--- src/rtl/mem_port_arbiter.sv ---
// mem_port_arbiter: shares one memory port between a fetch requester (IF) and
// a load/store requester (D). At most one memory transaction is outstanding.
// Optional build macro ARB_ROUND_ROBIN_EN: alternate the winner when both
// requesters are valid. Without it, D always wins over IF.
module mem_port_arbiter #(
  parameter int unsigned ADDR_W = 32,
  parameter int unsigned DATA_W = 32
) (
  input  logic                  clk,
  input  logic                  reset,

  input  logic                  if_req_valid,
  output logic                  if_req_ready,
  input  logic [ADDR_W-1:0]     if_addr,
  input  logic                  if_flush,
  output logic                  if_rvalid,
  output logic [DATA_W-1:0]     if_rdata,

  input  logic                  d_req_valid,
  output logic                  d_req_ready,
  input  logic                  d_we,
  input  logic [ADDR_W-1:0]     d_addr,
  input  logic [DATA_W-1:0]     d_wdata,
  input  logic [DATA_W/8-1:0]   d_wstrb,
  output logic                  d_rvalid,
  output logic [DATA_W-1:0]     d_rdata,

  output logic                  mem_req,
  output logic                  mem_we,
  output logic [ADDR_W-1:0]     mem_addr,
  output logic [DATA_W-1:0]     mem_wdata,
  output logic [DATA_W/8-1:0]   mem_wstrb,
  input  logic                  mem_gnt,
  input  logic                  mem_rvalid,
  input  logic [DATA_W-1:0]     mem_rdata,

  output logic                  busy
);

  localparam int unsigned STRB_W = DATA_W / 8;

  typedef enum logic [1:0] {
    ST_IDLE = 2'd0,
    ST_REQ  = 2'd1,
    ST_RESP = 2'd2
  } state_t;

  state_t              r_state;
  logic                r_owner_d;   // 1: current transaction belongs to D
  logic                r_drop;      // fetch response must be discarded
  logic                r_mem_req;
  logic                r_mem_we;
  logic [ADDR_W-1:0]   r_mem_addr;
  logic [DATA_W-1:0]   r_mem_wdata;
  logic [STRB_W-1:0]   r_mem_wstrb;
  logic                r_if_rvalid;
  logic [DATA_W-1:0]   r_if_rdata;
  logic                r_d_rvalid;
  logic [DATA_W-1:0]   r_d_rdata;
  logic                r_busy;

  logic                w_grant_if;
  logic                w_grant_d;
  logic                w_accept;
  logic                w_hs_if;
  logic                w_hs_d;
  logic                w_if_flush_hit;

`ifdef ARB_ROUND_ROBIN_EN
  logic                r_last_d;    // 1: last handshake was D, 0: IF

  // Arbitration: on contention the requester that did not win last goes first
  always_comb begin
    w_grant_if = 1'b0;
    w_grant_d  = 1'b0;
    if (if_req_valid && d_req_valid) begin
      if (r_last_d) begin
        w_grant_if = 1'b1;
      end else begin
        w_grant_d  = 1'b1;
      end
    end else begin
      w_grant_if = if_req_valid;
      w_grant_d  = d_req_valid;
    end
  end

  // Remember the owner of every accepted request
  always_ff @(posedge clk) begin
    if (!reset) begin
      r_last_d <= 1'b0;
    end else if (w_hs_d) begin
      r_last_d <= 1'b1;
    end else if (w_hs_if) begin
      r_last_d <= 1'b0;
    end
  end
`else
  // Arbitration: fixed priority, D ahead of IF
  always_comb begin
    w_grant_d  = d_req_valid;
    w_grant_if = if_req_valid & ~d_req_valid;
  end
`endif

  // Ready only in IDLE and never while reset is asserted
  always_comb begin
    w_accept       = reset & (r_state == ST_IDLE);
    if_req_ready   = w_accept & w_grant_if;
    d_req_ready    = w_accept & w_grant_d;
    w_hs_if        = if_req_valid & if_req_ready;
    w_hs_d         = d_req_valid & d_req_ready;
    w_if_flush_hit = if_flush & ~r_owner_d;
  end

  // Transaction FSM with registered memory-port and response outputs
  always_ff @(posedge clk) begin
    if (!reset) begin
      r_state     <= ST_IDLE;
      r_owner_d   <= 1'b0;
      r_drop      <= 1'b0;
      r_mem_req   <= 1'b0;
      r_mem_we    <= 1'b0;
      r_mem_addr  <= '0;
      r_mem_wdata <= '0;
      r_mem_wstrb <= '0;
      r_if_rvalid <= 1'b0;
      r_if_rdata  <= '0;
      r_d_rvalid  <= 1'b0;
      r_d_rdata   <= '0;
      r_busy      <= 1'b0;
    end else begin
      r_if_rvalid <= 1'b0;
      r_d_rvalid  <= 1'b0;
      case (r_state)
        ST_IDLE: begin
          if (w_hs_d) begin
            r_state     <= ST_REQ;
            r_owner_d   <= 1'b1;
            r_mem_req   <= 1'b1;
            r_mem_we    <= d_we;
            r_mem_addr  <= d_addr;
            r_mem_wdata <= d_wdata;
            r_mem_wstrb <= d_wstrb;
            r_busy      <= 1'b1;
          end else if (w_hs_if) begin
            r_state     <= ST_REQ;
            r_owner_d   <= 1'b0;
            r_mem_req   <= 1'b1;
            r_mem_we    <= 1'b0;
            r_mem_addr  <= if_addr;
            r_mem_wdata <= '0;
            r_mem_wstrb <= '0;
            r_busy      <= 1'b1;
          end
        end
        ST_REQ: begin
          if (w_if_flush_hit) begin
            r_drop <= 1'b1;
          end
          if (mem_gnt) begin
            r_state   <= ST_RESP;
            r_mem_req <= 1'b0;
          end
        end
        ST_RESP: begin
          if (mem_rvalid) begin
            r_state <= ST_IDLE;
            r_busy  <= 1'b0;
            r_drop  <= 1'b0;
            if (r_owner_d) begin
              r_d_rvalid <= 1'b1;
              r_d_rdata  <= mem_rdata;
            end else if (!(r_drop || if_flush)) begin
              r_if_rvalid <= 1'b1;
              r_if_rdata  <= mem_rdata;
            end
          end else if (w_if_flush_hit) begin
            r_drop <= 1'b1;
          end
        end
        default: begin
          r_state   <= ST_IDLE;
          r_mem_req <= 1'b0;
          r_busy    <= 1'b0;
          r_drop    <= 1'b0;
        end
      endcase
    end
  end

  // Output mapping
  always_comb begin
    mem_req   = r_mem_req;
    mem_we    = r_mem_we;
    mem_addr  = r_mem_addr;
    mem_wdata = r_mem_wdata;
    mem_wstrb = r_mem_wstrb;
    if_rvalid = r_if_rvalid;
    if_rdata  = r_if_rdata;
    d_rvalid  = r_d_rvalid;
    d_rdata   = r_d_rdata;
    busy      = r_busy;
  end

endmodule

--- config.mk ---
export PLATFORM = sky130hd
export DESIGN_NAME = mem_port_arbiter
export DESIGN_NICKNAME = d
export VERILOG_FILES = /design/src/rtl/mem_port_arbiter.sv
export SDC_FILE = /design/constraint.sdc
export NUM_CORES = 1
export LEC_CHECK = 0
export ABC_AREA = 1
export CAP_MARGIN = 15
export CORE_MARGIN = 5
export CORE_UTILIZATION = 35
export DETAILED_ROUTE_END_ITERATION = 10
export PLACE_DENSITY = 0.71
export SLEW_MARGIN = 10
export SYNTH_ARGS = -nofsm -noshare
export SYNTH_HDL_FRONTEND = slang
export SYNTH_SLANG_ARGS = --single-unit
--- constraint.sdc ---
create_clock -name clk -period 4.03 [get_ports clk]
set_input_delay 0.806 -clock clk [delete_from_list [all_inputs] [get_ports clk]]
set_output_delay 0.806 -clock clk [all_outputs]
set_load 0.01 [all_outputs]
=== After elaboration in Yosys (flattened, before gate mapping) ===
Cells that the tools add are included.

* Bits in read-only memories: 0
* Memories: 0
* Logic and storage cells: 68
* Output and inout port bits: 139
* Register bits after elaboration: 141
* Input port bits: 140
* Latch bits: 0
* RAM bits: 0

* Eq/ne operators: 5
* Div/mod/pow operators: 0
* Bitwise gates (word level): 14
* $add $sub $neg: 0
* Magnitude comparators: 0
* Multiply operators: 0
* Shifts and indexed selects: 0
* Reduce and logical (&&, ||, !) cells: 11
* Muxes and demuxes: 25

{| class="wikitable"
|+ Operator list
! kind !! number
|-
| two-way mux 32 bit || 4
|-
| AND reduction 3 bit || 5
|-
| two-way mux 1 bit || 11
|-
| case mux 1 bit (3 select lines) || 3
|-
| two-way mux 2 bit || 4
|-
| two-way mux 4 bit || 2
|-
| AND 1 bit || 7
|-
| NOT 1 bit || 7
|-
| case mux 2 bit (3 select lines) || 1
|-
| inequality test 2 bit (second input constant) || 2
|-
| AND reduction 4 bit || 1
|-
| OR reduction 4 bit || 1
|-
| inequality test 3 bit (second input constant) || 1
|-
| equality test 2 x 1 -> 1 bit (second input constant) || 1
|-
| equality test 2 bit (second input constant) || 1
|-
| logical NOT 2 bit || 1
|-
| AND reduction 2 bit || 1
|-
| nonzero test 2 bit || 1
|-
| logical OR 1 bit || 1
|}

=== Longest topological paths before layout ===
* Word-level depth: 7
* Gate-level depth with buffers: 10
* Depth with buffers taken out: 9

=== Least setup slack after synthesis ===
OpenSTA, ideal clock, no wires.

* Kind: input to output
* From: in reset
* To: out if_req_ready
* Stages: 3
* Data required time: 3.224 ns
* Path buffers: 1
* Arrival time: 1.419 ns
* Slack: 1.805 ns
* Cell sequence: buf_2 > nand2_4 > nor3_1

* Longest elaborated chain between the ends: 2

{| class="wikitable"
|+ RTL lines
! item !! RTL line !! RTL
|-
| start: declaration || 10 || <nowiki>input logic reset,</nowiki>
|-
| AND 1 bit || 108 || <nowiki>w_accept = reset & (r_state == ST_IDLE);</nowiki>
|-
| AND 1 bit || 109 || <nowiki>if_req_ready = w_accept & w_grant_if;</nowiki>
|-
| end: declaration || 13 || <nowiki>output logic if_req_ready,</nowiki>
|}

Every way passes these cells.

=== Worst setup path in the final report ===
* From: in if_req_valid
* To: out if_req_ready

* Longest elaborated chain between the ends: 2

{| class="wikitable"
|+ RTL lines
! item !! RTL line !! RTL
|-
| start: declaration || 12 || <nowiki>input logic if_req_valid,</nowiki>
|-
| AND 1 bit || 102 || <nowiki>w_grant_if = if_req_valid & ~d_req_valid;</nowiki>
|-
| AND 1 bit || 109 ||
|}

Every way passes these cells.

==> impl_metrics.tcl <==
set metrics [dict create \
    grt-ovfl-total 0 \
    postCtsHoldBufs 0 \
    num_vias 5772 \
    vdd_ir_drop_max_uv 298 \
    crit_slowest_cell "clkdlybuf4s50_1" \
    drtAntennaViolNets 0 \
    syn_to_final_growth_pct 61.0 \
    syn-num-nets 979 \
    cts.repair.resized 0 \
    mostFrequentLayoutCell "clkdlybuf4s50_1" \
    clockRootBuffer "clkbuf_16" \
    diodes 0 \
    rsz0062_at_grt "false" \
    cts.htree.levels 4 \
    die_h_um 139 \
    dp_hpwl_mm 13.0 \
    combPwrFrac 0.276 \
    drv_cap 0 \
    status "finished clean" \
    grt_pass1_wl_mm 28.7 \
    initial_core_util 0.352 \
    seq_area_frac_synth 0.488 \
    mostFrequentLayoutCells "clkdlybuf4s50_1, nand2_1, dfxtp_1" \
    numClockSinks 141 \
    seq_area_um2 2820 \
    clockBufferDepth 2 \
    cts_buffers 17 \
    finalSetupViolations 0 \
    grt_usage 0.185 \
    synth-seq-cells 141 \
    post-route-drc-count 0 \
    slowest_delay_ns 0.53 \
    syn_inst 835 \
    fp.coreArea_um2 16400 \
    pin_count 279 \
    antenna_found_initial 0 \
    initialDrtViolationCount 239 \
    p_seq_frac 0.363 \
    swShare 0.292 \
    p_int_w 0.00321 \
    crit_top_cell "clkdlybuf4s50_1" \
    wl_mm 18.3 \
    crit_path_cell_trace "clkdlybuf4s50_1 -> inv_1 -> nor3_1 -> buf_4 -> clkdlybuf4s50_1" \
    nets 1236 \
    skew_ns 0.00863 \
    hold_viol 0 \
    multi_input_area_um2 2200 \
    drive_above_1_share 0.0453 \
    firstDrtPassIters 4 \
    drv_slew 0 \
    wire_per_inst_um 13.8 \
    routabilityCongestion 0.849 \
    fin_cells 1323 \
    p_sw_w 0.00133 \
    worstPathRequired_ns 3.22 \
    tightest_slew_ns 0.923 \
    p_per_area_nw_per_um2 487 \
    postCtsSetupBuffers 0 \
    fin_util 0.567 \
    crit_arrival_ns 2.30 \
    setup_tns_ns 0 \
    clkPwrFrac 0.361 \
    crit_path_start_kind "primary input" \
    worstHoldPathType "register to register" \
    synth_area_um2 5780 \
    grt_max_degree 71 \
    critPathCaptureType "output port" \
    die_w_um 139 \
    via_per_inst 4.36 \
    max_freq_mhz 322 \
    port_buffers 278 \
    path_max_fanout 3 \
    clkLatencyLatePin_ns 0.41 \
    synth.avg_cell_area_um2 6.92 \
    die-area_um2 19200 \
    cts_tree "built" \
    num_rows 47 \
    final.period_utilization 0.771 \
    post-route-min-period_ns 3.11 \
    timing.slew.headroom 0.383 \
    dp_cells 1293 \
    worst-setup-path-type "primary input to output port" \
    crit_buf_inv 4 \
    yosys_warnings 0 \
    grt_pass1_vias 5358 \
    leakage_nw 3.94 \
    crit_family "buffers and inverters" \
    fillers 1553 \
    post_synth_num_cell_types 21 \
    clkSlewWorstSetupHoldPaths_ns 0.06 \
]
-- power by group through the flow --
stage	clock network [W]	registers [W]	logic, W
after global routing	0.00175	0.00166	0.00139
final	0.00164	0.00165	0.00125
after global placement	0	0.00167	0.00126
after floorplan	0	0.00174	0.000608
after CTS	0.00168	0.00165	0.00127
after detailed placement	0	0.00167	0.00126
-- through the flow --
step	setup WS [ns]	power (W)	cell area, µm²	hold WS (ns)
floorplan	1.80	0.00235	5780	0.467
global placement	0.925	0.00293	8690	0.431
detailed placement	0.920	0.00294	8690	0.435
CTS	0.919	0.00460	9310	0.444
global route	0.907	0.00481	9310	0.460
finish	0.923	0.00454	9310	0.441
-- kinds of logic (layout without fill, tap and decap cells) --
logic type,count (synthesis),after routing,share of synthesized area
adders and majority gates,4,4,0.00866
DFF,141,141,0.488
and+or+nand+nor,357,357,0.243
buffers and inverters,190,458,0.134
AOI/OAI and AO/OA,143,143,0.127
-- worst paths after layout --
path	endpoint	slack, ns	cells past startpoint	start
worst min-delay path	d_rdata[18]$_SDFFE_PN0P_	0.44	2	d_rdata[18]$_SDFFE_PN0P_
worst min register to register	d_rdata[18]$_SDFFE_PN0P_	0.44	2	d_rdata[18]$_SDFFE_PN0P_
worst max-delay path	if_req_ready	0.92	5	if_req_valid
worst max register to register	d_rdata[0]$_SDFFE_PN0P_	1.81	6	r_state[0]$_SDFFE_PN0P_
-- layer usage --
| metal | vias to the layer above | routed length, µm | GRT usage |
|---|---|---|---|
| li1 | 3039 | - | - |
| met1 | 2531 | 7780 | 0.224 |
| met2 | 192 | 8430 | 0.302 |
| met3 | 10 | 1940 | 0.0836 |
| met4 | 0 | 147 | 0.0458 |
| met5 | - | 0 | 0 |
-- area by class of cell --
class	count	area share
inverters	141	0.0568
flip-flops and latches	141	0.303
clock inverters	11	0.0180
well taps	220	0.0296
multi-input cells	504	0.237
repair buffers	287	0.307
clock buffers	19	0.0486
-- flip-flops by register name, indices dropped and copies added (netlist names), 2 cells and up --
name,cells
if_rdata,32
mem_wdata,32
d_rdata,32
mem_addr,32
mem_wstrb,4
r_state,2
-- cell usage after synthesis --
library cell | n | area share
a21oi_4 | 1 | 0.0028
o22ai_1 | 1 | 0.0011
a21oi_1 | 104 | 0.090
ha_1 | 4 | 0.0087
o21ai_0 | 35 | 0.030
nor2_1 | 73 | 0.047
buf_6 | 4 | 0.0078
buf_2 | 23 | 0.020
nor3b_1 | 1 | 0.0013
nor3_1 | 2 | 0.0017
nand2_1 | 245 | 0.16
buf_1 | 2 | 0.0013
dfxtp_1 | 141 | 0.49
nand2_4 | 1 | 0.0019
o21ai_2 | 1 | 0.0015
inv_1 | 137 | 0.089
nor2_4 | 1 | 0.0019
inv_2 | 4 | 0.0026
a31oi_1 | 1 | 0.0011
clkbuf_1 | 20 | 0.013
nand3_1 | 34 | 0.029
-- worst min-delay path, cell delays in order (launching register included) --
cell and delay, ns:
dfxtp_1 0.30, inv_1 0.04, a21oi_1 0.05
Power figures use the tool's default switching activity.
